===== src/rtl/dcache_controller_if.sv =====
// Bus bundle for the L1 data-cache controller: CPU memory stage, cache SRAM
// array and off-chip data memory. The master modport is the controller's view;
// the slave modport is the view of the surrounding CPU/SRAM/memory.
interface dcache_controller_if #(
   parameter int INDEX_BITS = 4,
   parameter int TAG_BITS   = 23,
   parameter int LINE_BITS  = 256
);
   logic [31:0]             cpu_addr_i;
   logic [31:0]             cpu_data_i;
   logic                    cpu_MemRead_i;
   logic                    cpu_MemWrite_i;
   logic [31:0]             cpu_data_o;
   logic                    cpu_stall_o;

   logic [INDEX_BITS-1:0]   sram_addr_o;
   logic [TAG_BITS+1:0]     sram_tag_o;
   logic [LINE_BITS-1:0]    sram_data_o;
   logic                    sram_enable_o;
   logic                    sram_write_o;
   logic [TAG_BITS+1:0]     sram_tag_i;
   logic [LINE_BITS-1:0]    sram_data_i;
   logic                    sram_hit_i;

   logic [31:0]             mem_addr_o;
   logic [LINE_BITS-1:0]    mem_data_o;
   logic                    mem_enable_o;
   logic                    mem_write_o;
   logic [LINE_BITS-1:0]    mem_data_i;
   logic                    mem_ack_i;

   modport master (
      input  cpu_addr_i, cpu_data_i, cpu_MemRead_i, cpu_MemWrite_i,
      output cpu_data_o, cpu_stall_o,
      output sram_addr_o, sram_tag_o, sram_data_o, sram_enable_o, sram_write_o,
      input  sram_tag_i, sram_data_i, sram_hit_i,
      output mem_addr_o, mem_data_o, mem_enable_o, mem_write_o,
      input  mem_data_i, mem_ack_i
   );

   modport slave (
      output cpu_addr_i, cpu_data_i, cpu_MemRead_i, cpu_MemWrite_i,
      input  cpu_data_o, cpu_stall_o,
      input  sram_addr_o, sram_tag_o, sram_data_o, sram_enable_o, sram_write_o,
      output sram_tag_i, sram_data_i, sram_hit_i,
      input  mem_addr_o, mem_data_o, mem_enable_o, mem_write_o,
      output mem_data_i, mem_ack_i
   );
endinterface


===== src/rtl/dcache_controller.sv =====
// Controller for the 2-way set-associative L1 data cache. Hits complete in the
// access cycle with no stall; misses write back a dirty victim, refill the line
// from memory, then replay the access as a hit (write-allocate for stores).
//
// state      | meaning
// -----------+----------------------------------------------------------------
// IDLE       | resolve the CPU access against the SRAM; miss latches line addr
// MISS       | victim visible on the SRAM port; launch write-back or refill
// WRITEBACK  | dirty victim write in flight; its ack launches the refill read
// READMISS   | refill read in flight; its ack writes the line into the SRAM
// READMISSOK | one settle cycle, then IDLE replays the access as a hit
module dcache_controller #(
   parameter int INDEX_BITS = 4,
   parameter int TAG_BITS   = 23,
   parameter int LINE_BITS  = 256
) (
   input  logic                clk_i,
   input  logic                rst_i,
   dcache_controller_if.master bus
);
   localparam int OFFSET_BITS = $clog2(LINE_BITS / 8);
   localparam int WORD_BITS   = $clog2(LINE_BITS / 32);
   localparam int LADDR_BITS  = TAG_BITS + INDEX_BITS;

   typedef enum logic [2:0] {
      IDLE,
      MISS,
      WRITEBACK,
      READMISS,
      READMISSOK
   } state_t;

   state_t                  state_q, state_d;
   logic [LADDR_BITS-1:0]   miss_addr_q, miss_addr_d;
   logic                    mem_enable_q, mem_enable_d;
   logic                    mem_write_q, mem_write_d;
   logic [31:0]             mem_addr_q, mem_addr_d;
   logic [LINE_BITS-1:0]    mem_data_q, mem_data_d;

   logic                    req;
   logic [INDEX_BITS-1:0]   index;
   logic [WORD_BITS-1:0]    word_sel;
   logic [TAG_BITS-1:0]     cpu_tag;
   logic                    victim_dirty;
   logic [LINE_BITS-1:0]    store_line;

   logic                    cpu_stall;
   logic                    sram_write;
   logic [TAG_BITS+1:0]     sram_tag;
   logic [LINE_BITS-1:0]    sram_data;

   logic                    unused_addr_bits;

   assign req          = bus.cpu_MemRead_i | bus.cpu_MemWrite_i;
   assign index        = bus.cpu_addr_i[OFFSET_BITS +: INDEX_BITS];
   assign word_sel     = bus.cpu_addr_i[2 +: WORD_BITS];
   assign cpu_tag      = bus.cpu_addr_i[31 -: TAG_BITS];
   assign victim_dirty = bus.sram_tag_i[TAG_BITS+1] & bus.sram_tag_i[TAG_BITS];
   assign unused_addr_bits = ^bus.cpu_addr_i[1:0];

   // Store-hit line: the SRAM line with the addressed word replaced by CPU data.
   always_comb begin
      store_line = bus.sram_data_i;
      store_line[{word_sel, 5'd0} +: 32] = bus.cpu_data_i;
   end

   // Next-state logic, combinational SRAM strobe and next values of the mem regs.
   always_comb begin
      state_d      = state_q;
      miss_addr_d  = miss_addr_q;
      mem_enable_d = mem_enable_q;
      mem_write_d  = mem_write_q;
      mem_addr_d   = mem_addr_q;
      mem_data_d   = mem_data_q;
      cpu_stall    = 1'b1;
      sram_write   = 1'b0;
      sram_tag     = {2'b11, cpu_tag};
      sram_data    = store_line;

      case (state_q)
         IDLE: begin
            cpu_stall = req & ~bus.sram_hit_i;
            if (bus.cpu_MemWrite_i & bus.sram_hit_i) begin
               sram_write = 1'b1;
            end
            if (req & ~bus.sram_hit_i) begin
               miss_addr_d = bus.cpu_addr_i[31:OFFSET_BITS];
               state_d     = MISS;
            end
         end
         MISS: begin
            mem_enable_d = 1'b1;
            if (victim_dirty) begin
               mem_write_d = 1'b1;
               mem_addr_d  = {bus.sram_tag_i[TAG_BITS-1:0], miss_addr_q[INDEX_BITS-1:0],
                              {OFFSET_BITS{1'b0}}};
               mem_data_d  = bus.sram_data_i;
               state_d     = WRITEBACK;
            end else begin
               mem_write_d = 1'b0;
               mem_addr_d  = {miss_addr_q, {OFFSET_BITS{1'b0}}};
               state_d     = READMISS;
            end
         end
         WRITEBACK: begin
            if (bus.mem_ack_i) begin
               mem_write_d = 1'b0;
               mem_addr_d  = {miss_addr_q, {OFFSET_BITS{1'b0}}};
               state_d     = READMISS;
            end
         end
         READMISS: begin
            // A reset landing on the ack cycle must not leave a half-refilled line.
            if (bus.mem_ack_i & ~rst_i) begin
               sram_write   = 1'b1;
               sram_tag     = {2'b10, miss_addr_q[INDEX_BITS +: TAG_BITS]};
               sram_data    = bus.mem_data_i;
               mem_enable_d = 1'b0;
               state_d      = READMISSOK;
            end
         end
         READMISSOK: begin
            state_d = IDLE;
         end
         default: begin
            state_d = IDLE;
         end
      endcase
   end

   // State register and registered memory-request outputs.
   always_ff @(posedge clk_i) begin
      if (rst_i) begin
         state_q      <= IDLE;
         miss_addr_q  <= '0;
         mem_enable_q <= 1'b0;
         mem_write_q  <= 1'b0;
         mem_addr_q   <= '0;
         mem_data_q   <= '0;
      end else begin
         state_q      <= state_d;
         miss_addr_q  <= miss_addr_d;
         mem_enable_q <= mem_enable_d;
         mem_write_q  <= mem_write_d;
         mem_addr_q   <= mem_addr_d;
         mem_data_q   <= mem_data_d;
      end
   end

   assign bus.cpu_data_o    = bus.sram_data_i[{word_sel, 5'd0} +: 32];
   assign bus.cpu_stall_o   = cpu_stall;
   assign bus.sram_addr_o   = index;
   assign bus.sram_enable_o = req;
   assign bus.sram_write_o  = sram_write;
   assign bus.sram_tag_o    = sram_tag;
   assign bus.sram_data_o   = sram_data;
   assign bus.mem_enable_o  = mem_enable_q;
   assign bus.mem_write_o   = mem_write_q;
   assign bus.mem_addr_o    = mem_addr_q;
   assign bus.mem_data_o    = mem_data_q;
endmodule


===== src/flat_wrapper.sv =====
// flat-port wrapper written by rule: the top's interface ports become plain ports
module dcache_controller_flat 
#(
   parameter int INDEX_BITS = 4,
   parameter int TAG_BITS   = 23,
   parameter int LINE_BITS  = 256
)
  (clk_i, rst_i, bus_cpu_addr_i, bus_cpu_data_i, bus_cpu_MemRead_i, bus_cpu_MemWrite_i, bus_cpu_data_o, bus_cpu_stall_o, bus_sram_addr_o, bus_sram_tag_o, bus_sram_data_o, bus_sram_enable_o, bus_sram_write_o, bus_sram_tag_i, bus_sram_data_i, bus_sram_hit_i, bus_mem_addr_o, bus_mem_data_o, bus_mem_enable_o, bus_mem_write_o, bus_mem_data_i, bus_mem_ack_i);
  dcache_controller_if #(.INDEX_BITS(INDEX_BITS), .TAG_BITS(TAG_BITS), .LINE_BITS(LINE_BITS)) bus_i ();
  input  logic clk_i;
  input  logic rst_i;
  input wire logic [$bits(bus_i.cpu_addr_i)-1:0] bus_cpu_addr_i;
  input wire logic [$bits(bus_i.cpu_data_i)-1:0] bus_cpu_data_i;
  input wire logic [$bits(bus_i.cpu_MemRead_i)-1:0] bus_cpu_MemRead_i;
  input wire logic [$bits(bus_i.cpu_MemWrite_i)-1:0] bus_cpu_MemWrite_i;
  output wire logic [$bits(bus_i.cpu_data_o)-1:0] bus_cpu_data_o;
  output wire logic [$bits(bus_i.cpu_stall_o)-1:0] bus_cpu_stall_o;
  output wire logic [$bits(bus_i.sram_addr_o)-1:0] bus_sram_addr_o;
  output wire logic [$bits(bus_i.sram_tag_o)-1:0] bus_sram_tag_o;
  output wire logic [$bits(bus_i.sram_data_o)-1:0] bus_sram_data_o;
  output wire logic [$bits(bus_i.sram_enable_o)-1:0] bus_sram_enable_o;
  output wire logic [$bits(bus_i.sram_write_o)-1:0] bus_sram_write_o;
  input wire logic [$bits(bus_i.sram_tag_i)-1:0] bus_sram_tag_i;
  input wire logic [$bits(bus_i.sram_data_i)-1:0] bus_sram_data_i;
  input wire logic [$bits(bus_i.sram_hit_i)-1:0] bus_sram_hit_i;
  output wire logic [$bits(bus_i.mem_addr_o)-1:0] bus_mem_addr_o;
  output wire logic [$bits(bus_i.mem_data_o)-1:0] bus_mem_data_o;
  output wire logic [$bits(bus_i.mem_enable_o)-1:0] bus_mem_enable_o;
  output wire logic [$bits(bus_i.mem_write_o)-1:0] bus_mem_write_o;
  input wire logic [$bits(bus_i.mem_data_i)-1:0] bus_mem_data_i;
  input wire logic [$bits(bus_i.mem_ack_i)-1:0] bus_mem_ack_i;
  assign bus_i.cpu_addr_i = bus_cpu_addr_i;
  assign bus_i.cpu_data_i = bus_cpu_data_i;
  assign bus_i.cpu_MemRead_i = bus_cpu_MemRead_i;
  assign bus_i.cpu_MemWrite_i = bus_cpu_MemWrite_i;
  assign bus_cpu_data_o = bus_i.cpu_data_o;
  assign bus_cpu_stall_o = bus_i.cpu_stall_o;
  assign bus_sram_addr_o = bus_i.sram_addr_o;
  assign bus_sram_tag_o = bus_i.sram_tag_o;
  assign bus_sram_data_o = bus_i.sram_data_o;
  assign bus_sram_enable_o = bus_i.sram_enable_o;
  assign bus_sram_write_o = bus_i.sram_write_o;
  assign bus_i.sram_tag_i = bus_sram_tag_i;
  assign bus_i.sram_data_i = bus_sram_data_i;
  assign bus_i.sram_hit_i = bus_sram_hit_i;
  assign bus_mem_addr_o = bus_i.mem_addr_o;
  assign bus_mem_data_o = bus_i.mem_data_o;
  assign bus_mem_enable_o = bus_i.mem_enable_o;
  assign bus_mem_write_o = bus_i.mem_write_o;
  assign bus_i.mem_data_i = bus_mem_data_i;
  assign bus_i.mem_ack_i = bus_mem_ack_i;
  dcache_controller #(.INDEX_BITS(INDEX_BITS), .TAG_BITS(TAG_BITS), .LINE_BITS(LINE_BITS)) u_core (.clk_i(clk_i), .rst_i(rst_i), .bus(bus_i));
endmodule

===== config.mk =====
export PLATFORM = sky130hd
export DESIGN_NAME = dcache_controller_flat
export DESIGN_NICKNAME = d
export VERILOG_FILES = /design/src/rtl/dcache_controller_if.sv /design/src/rtl/dcache_controller.sv /design/src/flat_wrapper.sv
export SDC_FILE = /design/constraint.sdc
export NUM_CORES = 1
export LEC_CHECK = 0
export CORE_AREA = 5 5 464 466
export CTS_CLUSTER_DIAMETER = 80
export DETAILED_ROUTE_END_ITERATION = 16
export DIE_AREA = 0 0 469 471
export HOLD_SLACK_MARGIN = 0.15
export PLACE_DENSITY = 0.34
export SYNTH_ARGS = -nofsm -noshare
export SYNTH_HDL_FRONTEND = slang
export SYNTH_SLANG_ARGS = --single-unit

===== constraint.sdc =====
create_clock -name clk_i -period 5.9 [get_ports clk_i]
set_input_delay 1.475 -clock clk_i [delete_from_list [all_inputs] [get_ports clk_i]]
set_output_delay 1.475 -clock clk_i [all_outputs]
set_load 0.03 [all_outputs]

==> results by group, run 1 <==
Global route
  • Initial antenna violation count: 130
  • Vias in the first global route: 31400
  • Total grt overflow: 0
  • First-pass GRT wire length: 363 mm
  • GRT Resource Usage Total: 0.252
  • Largest net degree at the start of global routing: ~130

Min path
  • Hold Path Cell Cnt: 2
  • Hold endpoint: u_core.bus.mem_addr_o[8]
  • Hold path start: u_core.bus.mem_addr_o[8]
  • Worst Hold Class: reg2reg

Yosys
  • Mapped Area: approximately 21000 µm²
  • Yosys reg bits: roughly 320
  • Post-synth top flop: dfxtp_1
  • YS warnings: 0
  • Synth Instances: 2967
  • Synth area leader: dfxtp_1
  • Synth top area share: 0.298
  • Post-synth EDFFs: 0
  • Synth cell types: 48
  • Largest cells by area after synthesis: dfxtp_1, o21ai_0, a21oi_1
  • Synth async-reset ratio: 0
  • Register area share after synthesis: 0.298
  • Average cell area after synthesis: 7.13 µm²

Detailed routing
  • Routed Antenna Nets: 0
  • WL final: 292 mm
  • Routed WL per cell: between 40 and 50 µm
  • Iteration count of the initial detailed-routing pass: 5
  • Starting DRT DRC Count: 2947
  • Via count: 31700
  • DRC violations left: 0
  • Vias/cell: 4.55

Job
  • Max Cap Viol: 0

Die
  • Number of cell rows: 169
  • Core ar.: between 200000 and 250000 µm²
  • Die outline area: 221000 µm²
  • Starting Density: 0.100
  • Die width: around 470 µm
  • IO Pins: 1217
  • DIE HEIGHT: roughly 470 µm

Timing
  • Final setup fails: 0
  • Final hold vios: 0
  • Slew Limit Fails: 0
  • Max Clk Rate: roughly 0.17 GHz
  • Clock period minus worst slack: 5.81 ns
  • RSZ-0062 raised after global routing: no
  • Worst Skew: 0.0306 ns
  • Final WS setup: 0.0927 ns
  • Relative slew margins: 0.115
  • Worst-Margin Slew: 1.32 ns
  • Final period util: 0.984

Final layout
  • Area growth syn-to-layout: 99.4%
  • Most frequent cells in the layout: clkdlybuf4s50_1, o21ai_0, a21oi_1, nand3_1, dfxtp_1
  • Post-route cell area: 42200 µm²
  • Nets: 4669
  • Most common cell after layout, fill and taps aside: clkdlybuf4s50_1
  • Fraction of layout cells with a size suffix above 1: 0.184
  • Final core occ: 0.200

Pwr
  • Sw frac: 0.412
  • PwrDens: approximately 230 nW/µm²
  • Leak Pwr: ~14 nW
  • Flop pwr share: 0.232
  • Combinational Power Share: 0.411
  • Clock network power share: 0.357
  • Switching power: between 4 and 5 mW
  • P_int: 5.78 mW
  • Peak supply drop: about 0.24 mV

Critical path
  • Reg2Reg Capture Point: u_core.bus.mem_data_o[96]
  • Worst EP arrival: between 4 and 5 ns
  • Startpoint Class: input port
  • Critical path origin: bus_cpu_addr_i[2]
  • Critical Path Fanout Max: 64
  • Worst Reg2Reg Path Length in Cells: 5
  • Critical Path RT: 4.43 ns
  • CP endpoint kind: output pin
  • Setup CP Type: in2out
  • Reg-to-reg startpoint: u_core.state_q[0]
  • R2r setup slk: ~2.7 ns

Clocking
  • H-tree Lvls: 2
  • Max Buffers Root-to-Sink: 3
  • Cts bufs inserted: 60
  • Worst skew pair latency: between 0.6 and 0.7 ns
  • # Post-CTS Setup Buffers: 0
  • Root buf cell: clkbuf_16
  • Clk sinks: 315
  • Clk pin slew, worst setup/hold paths: 0.06 ns
  • Hold Buf Count CTS: 0
  • TritonCTS clock tree: built

Placement
  • Final HPWL DP: 239 mm
  • Place WS: -0.0857 ns
  • IO Port Bufs: 1208
  • Area post-placement: 40100 µm²
  • GP Congestion: 0.895

Status
  • Outcome: complete, no violations
metal layers:
metal	track usage	vias up	share of wire	wire [µm]
met5	0	-	0.0012	345
met4	0.0872	52	0.037	10700
met3	0.119	369	0.12	35200
met2	0.422	1829	0.47	138000
met1	0.279	16000	0.37	108000
li1	-	13400	-	-
cells in the mapped netlist, types with 4 or more instances:
master,n
o21ai_0,440
a21oi_1,343
nand3_1,324
dfxtp_1,315
clkbuf_1,309
nor3_1,282
nand2_1,220
a31oi_1,203
buf_2,79
mux4_2,64
or4_1,64
nand4_1,54
a22oi_1,42
inv_1,35
o31ai_1,34
or3_1,34
a311oi_1,23
mux2_2,21
a32oi_1,11
buf_1,11
buf_4,10
ha_1,6
nor2_1,4
state kept, by name (all words and copies together) (netlist names):
name,cells
u_core.bus.mem_data_o,256
u_core.state_q,3
u_core.miss_addr_q,27
u_core.bus.mem_addr_o,27
u_core.bus.mem_enable_o,1
u_core.bus.mem_write_o,1
worst max-delay path: stages:
cell     delay [ns]
buf_6          0.17
inv_1          0.12
ha_4           0.18
ha_4           0.29
or3b_2         0.52
buf_12         0.19
or3_1          0.37
a31oi_1        0.55
buf_4          0.24
buf_12         0.11
worst max path at each step:
stage                                end
floorplan           bus_sram_data_o[130]
global placement     bus_sram_data_o[70]
detailed placement   bus_sram_data_o[70]
CTS                 bus_sram_data_o[155]
global route        bus_sram_data_o[155]
finish               bus_sram_data_o[29]
power by group through the flow:
| stage | sequential (mW) | combinational, mW | clock [mW] |
|---|---|---|---|
| floorplan | 2.46 | 1.26 | 0 |
| global placement | 2.32 | 4.11 | 0 |
| detailed placement | 2.32 | 4.10 | 0 |
| CTS | 2.28 | 4.12 | 3.61 |
| global route | 2.29 | 4.21 | 3.66 |
| finish | 2.28 | 4.05 | 3.52 |
area by class of cell:
type | instances | area (µm²)
Fill cell | 23600 | 169000
Antenna cell | 39 | 97.6
Sequential cell | 315 | 6310
Clock inverter | 33 | 282
Timing Repair Buffer | 1435 | 16900
Clock buffer | 75 | 1650
Multi-Input combinational cell | 2208 | 13200
Tap cell | 2821 | 3530
Inverter | 36 | 143
timing repair:
action / in CTS / in global routing
endpoints found under the hold margin: 0 / 0
endpoints found under the setup margin: 3 / 0
gates resized for setup: 1 / 0
through the flow:
| stage | total power, mW | setup TNS (ns) | hold WS (ns) | instances |
|---|---|---|---|---|
| global route | 10.2 | 0 | 0.488 | 6948 |
| global placement | 6.43 | -0.273 | 0.461 | 6815 |
| finish | 9.84 | 0 | 0.474 | 6962 |
| CTS | 10.0 | 0 | 0.474 | 6923 |
| detailed placement | 6.42 | -0.250 | 0.463 | 6815 |
| floorplan | 3.72 | 0 | 0.446 | 2971 |
kinds of logic (layout without fill, tap and decap cells):
group	Yosys count	count (layout)	share of synthesized area
AO/OA/AOI/OAI	1103	1103	0.289
adder cells (fa/ha/maj)	6	6	0.00355
buffers and inverters	448	1579	0.0870
flip-flops	315	315	0.298
multiplexers	87	87	0.0804
other	2	45	0.000355
AND/OR/NAND/NOR	1006	1006	0.241
(Power assumes the default switching activity.)
==> run 2: changes to the inputs <==
==> constraint.sdc (replaced) <==
create_clock -name clk_i -period 7.1 [get_ports clk_i]
set_input_delay 1.775 -clock clk_i [delete_from_list [all_inputs] [get_ports clk_i]]
set_output_delay 1.775 -clock clk_i [all_outputs]
set_load 0.03 [all_outputs]
==> run 2 against run 1 <==
Combinational power is 18% lower. Global-route usage grew 0.35 points. Worst hold slack is essentially flat. Largest cell class unchanged. Sequential share of layout area increased by 0.17 points. Flip-flop and latch count unchanged. Clock power decreased by 11%. Via count rose by 0.82%. Critical endpoint is now bus_sram_data_o[24]. Non-clock buffer count is 26 lower. Utilization shrank 0.22 points.
==> results by group, run 2 (synthesis results as in run 1) <==
Pwr
  • Power Total: 8.35 mW
  • PwrDens: 200 nW/µm²
  • Peak supply drop: 0.182 mV
  • Leak Pwr: about 14 nW

Timing
  • Final hold vios: 0
  • Clock period minus worst slack: 6.47 ns
  • Worst Skew: 0.0895 ns
  • Worst-Margin Slew: 1.17 ns
  • RSZ-0062 raised after global routing: no
  • Fin Setup TNS: 0 ns
  • Fin Hold WS: 0.473 ns
  • Max Clk Rate: 0.155 GHz
  • Final period util: 0.911
  • Relative slew margins: 0.222
  • Slew Limit Fails: 0
  • Final setup fails: 0

Global route
  • Initial antenna violation count: 130
  • First-pass GRT wire length: 369 mm
  • Total grt overflow: 0
  • Largest net degree at the start of global routing: 130
  • GRT Resource Usage Total: 0.255
  • Vias in the first global route: 31300

Die
  • Die outline area: ~220000 µm²
  • Die width: about 470 µm
  • Number of cell rows: 169
  • IO Pins: 1217
  • Core ar.: roughly 210000 µm²
  • Starting Density: 0.100
  • DIE HEIGHT: 471 µm

Final layout
  • Number of flip-flops under the largest register name: around 260
  • Post-route insts no fill: 6947
  • Most frequent cells in the layout: clkdlybuf4s50_1, o21ai_0, a21oi_1, nand3_1, dfxtp_1
  • Nets: 4642
  • Post-route cell area: approximately 42000 µm²
  • Fraction of layout cells with a size suffix above 1: 0.173
  • Area growth syn-to-layout: 97.1%
  • Most common cell after layout, fill and taps aside: clkdlybuf4s50_1

Placement
  • GP Congestion: around 0.91
  • Area post-placement: 39500 µm²
  • IO Port Bufs: 1208
  • Final HPWL DP: 239 mm
  • Placed insts: 6789

Detailed routing
  • M1 WL: 115 mm
  • Iteration count of the initial detailed-routing pass: 5
  • DR WL met2: 136 mm
  • Starting DRT DRC Count: 3022
  • Routed Antenna Nets: 0
  • DRC violations left: 0
  • Max Used Layer: met5
  • Metal3 WL: 33.1 mm
  • Routed WL per cell: around 43 µm
  • Vias/cell: roughly 4.6
  • WL final: roughly 300 mm
  • Via count: 32000

Clocking
  • TritonCTS clock tree: built
  • Root buf cell: clkbuf_16
  • Clk sinks: 315
  • Clk pin slew, worst setup/hold paths: ~0.050 ns
  • Hold Buf Count CTS: 0
  • Resized cells post-CTS: 0
  • H-tree Lvls: 2
  • # Post-CTS Setup Buffers: 0
  • Cts bufs inserted: between 50 and 60
  • Max Buffers Root-to-Sink: 3
  • Worst skew pair latency: between 0.7 and 0.8 ns

Critical path
  • CP endpoint kind: output pin
  • Critical Path RT: 5.33 ns
  • Worst stage delay on the critical path: 0.56 ns
  • Cell mode on critical path: buf_12
  • Crit-path cells: buf_6 -> inv_1 -> ha_4 -> or3b_2 -> buf_12 -> or3_1 -> a31oi_1 -> buf_4 -> buf_12
  • CP top delay family: simple AND/OR/NAND/NOR gates
  • CP bufs+invs: 5
  • Startpoint Class: input port
  • Worst path slowest cell: or3b_2
  • Setup CP Type: in2out
  • Critical Path Fanout Max: between 60 and 70
  • Worst EP arrival: approximately 4.7 ns

Status
  • Outcome: complete, no violations

Job
  • Max Cap Viol: 0

Min path
  • Worst Hold Class: reg2reg
-- run 2: worst min-delay path, delay by kind of cell (launching register included) --
| kind | cells | cell delay, ns |
|---|---|---|
| AOI/OAI and AO/OA | 1 | 0.06 |
| and+or+nand+nor | 1 | 0.06 |
| DFF | 1 | 0.31 |
-- run 2: through the flow --
step                       util  worst slack, ns
after floorplan               -            0.636
after global routing      0.197            0.534
after CTS                 0.197            0.546
final                     0.198            0.632
after detailed placement  0.187            0.562
after global placement    0.187            0.590
-- run 2: final timing paths --
path	cells past startpoint	slack [ns]	startpoint	to
max reg2reg	5	3.91	u_core.state_q[0]	u_core.bus.mem_data_o[161]
min	2	0.47	u_core.bus.mem_addr_o[5]	u_core.bus.mem_addr_o[5]
min reg2reg	2	0.47	u_core.bus.mem_addr_o[5]	u_core.bus.mem_addr_o[5]
max	9	0.63	bus_cpu_addr_i[2]	bus_sram_data_o[24]
-- run 2: power by group --
part / internal [mW] / switching, mW / total (mW) / leakage [nW]
sequential: 1.85 / 0.0504 / 1.90 / 2.55
clock: 1.84 / 1.28 / 3.13 / 0.983
combinational: 1.23 / 2.09 / 3.33 / 10.2
-- run 2: area by class of cell --
cell class | instances | area (µm²)
diodes | 48 | 120
clock buffers | 74 | 1610
clock inverters | 36 | 458
fillers | 23600 | 169000
inverters | 36 | 143
multi-input cells | 2208 | 13200
flip-flops and latches | 315 | 6310
well taps | 2821 | 3530
repair buffers | 1409 | 16300
-- run 2: per-layer routing --
layer,vias up,global-route usage
met5,-,0
met4,72,0.0930
met3,364,0.112
met2,1862,0.412
met1,16300,0.299
li1,13400,-
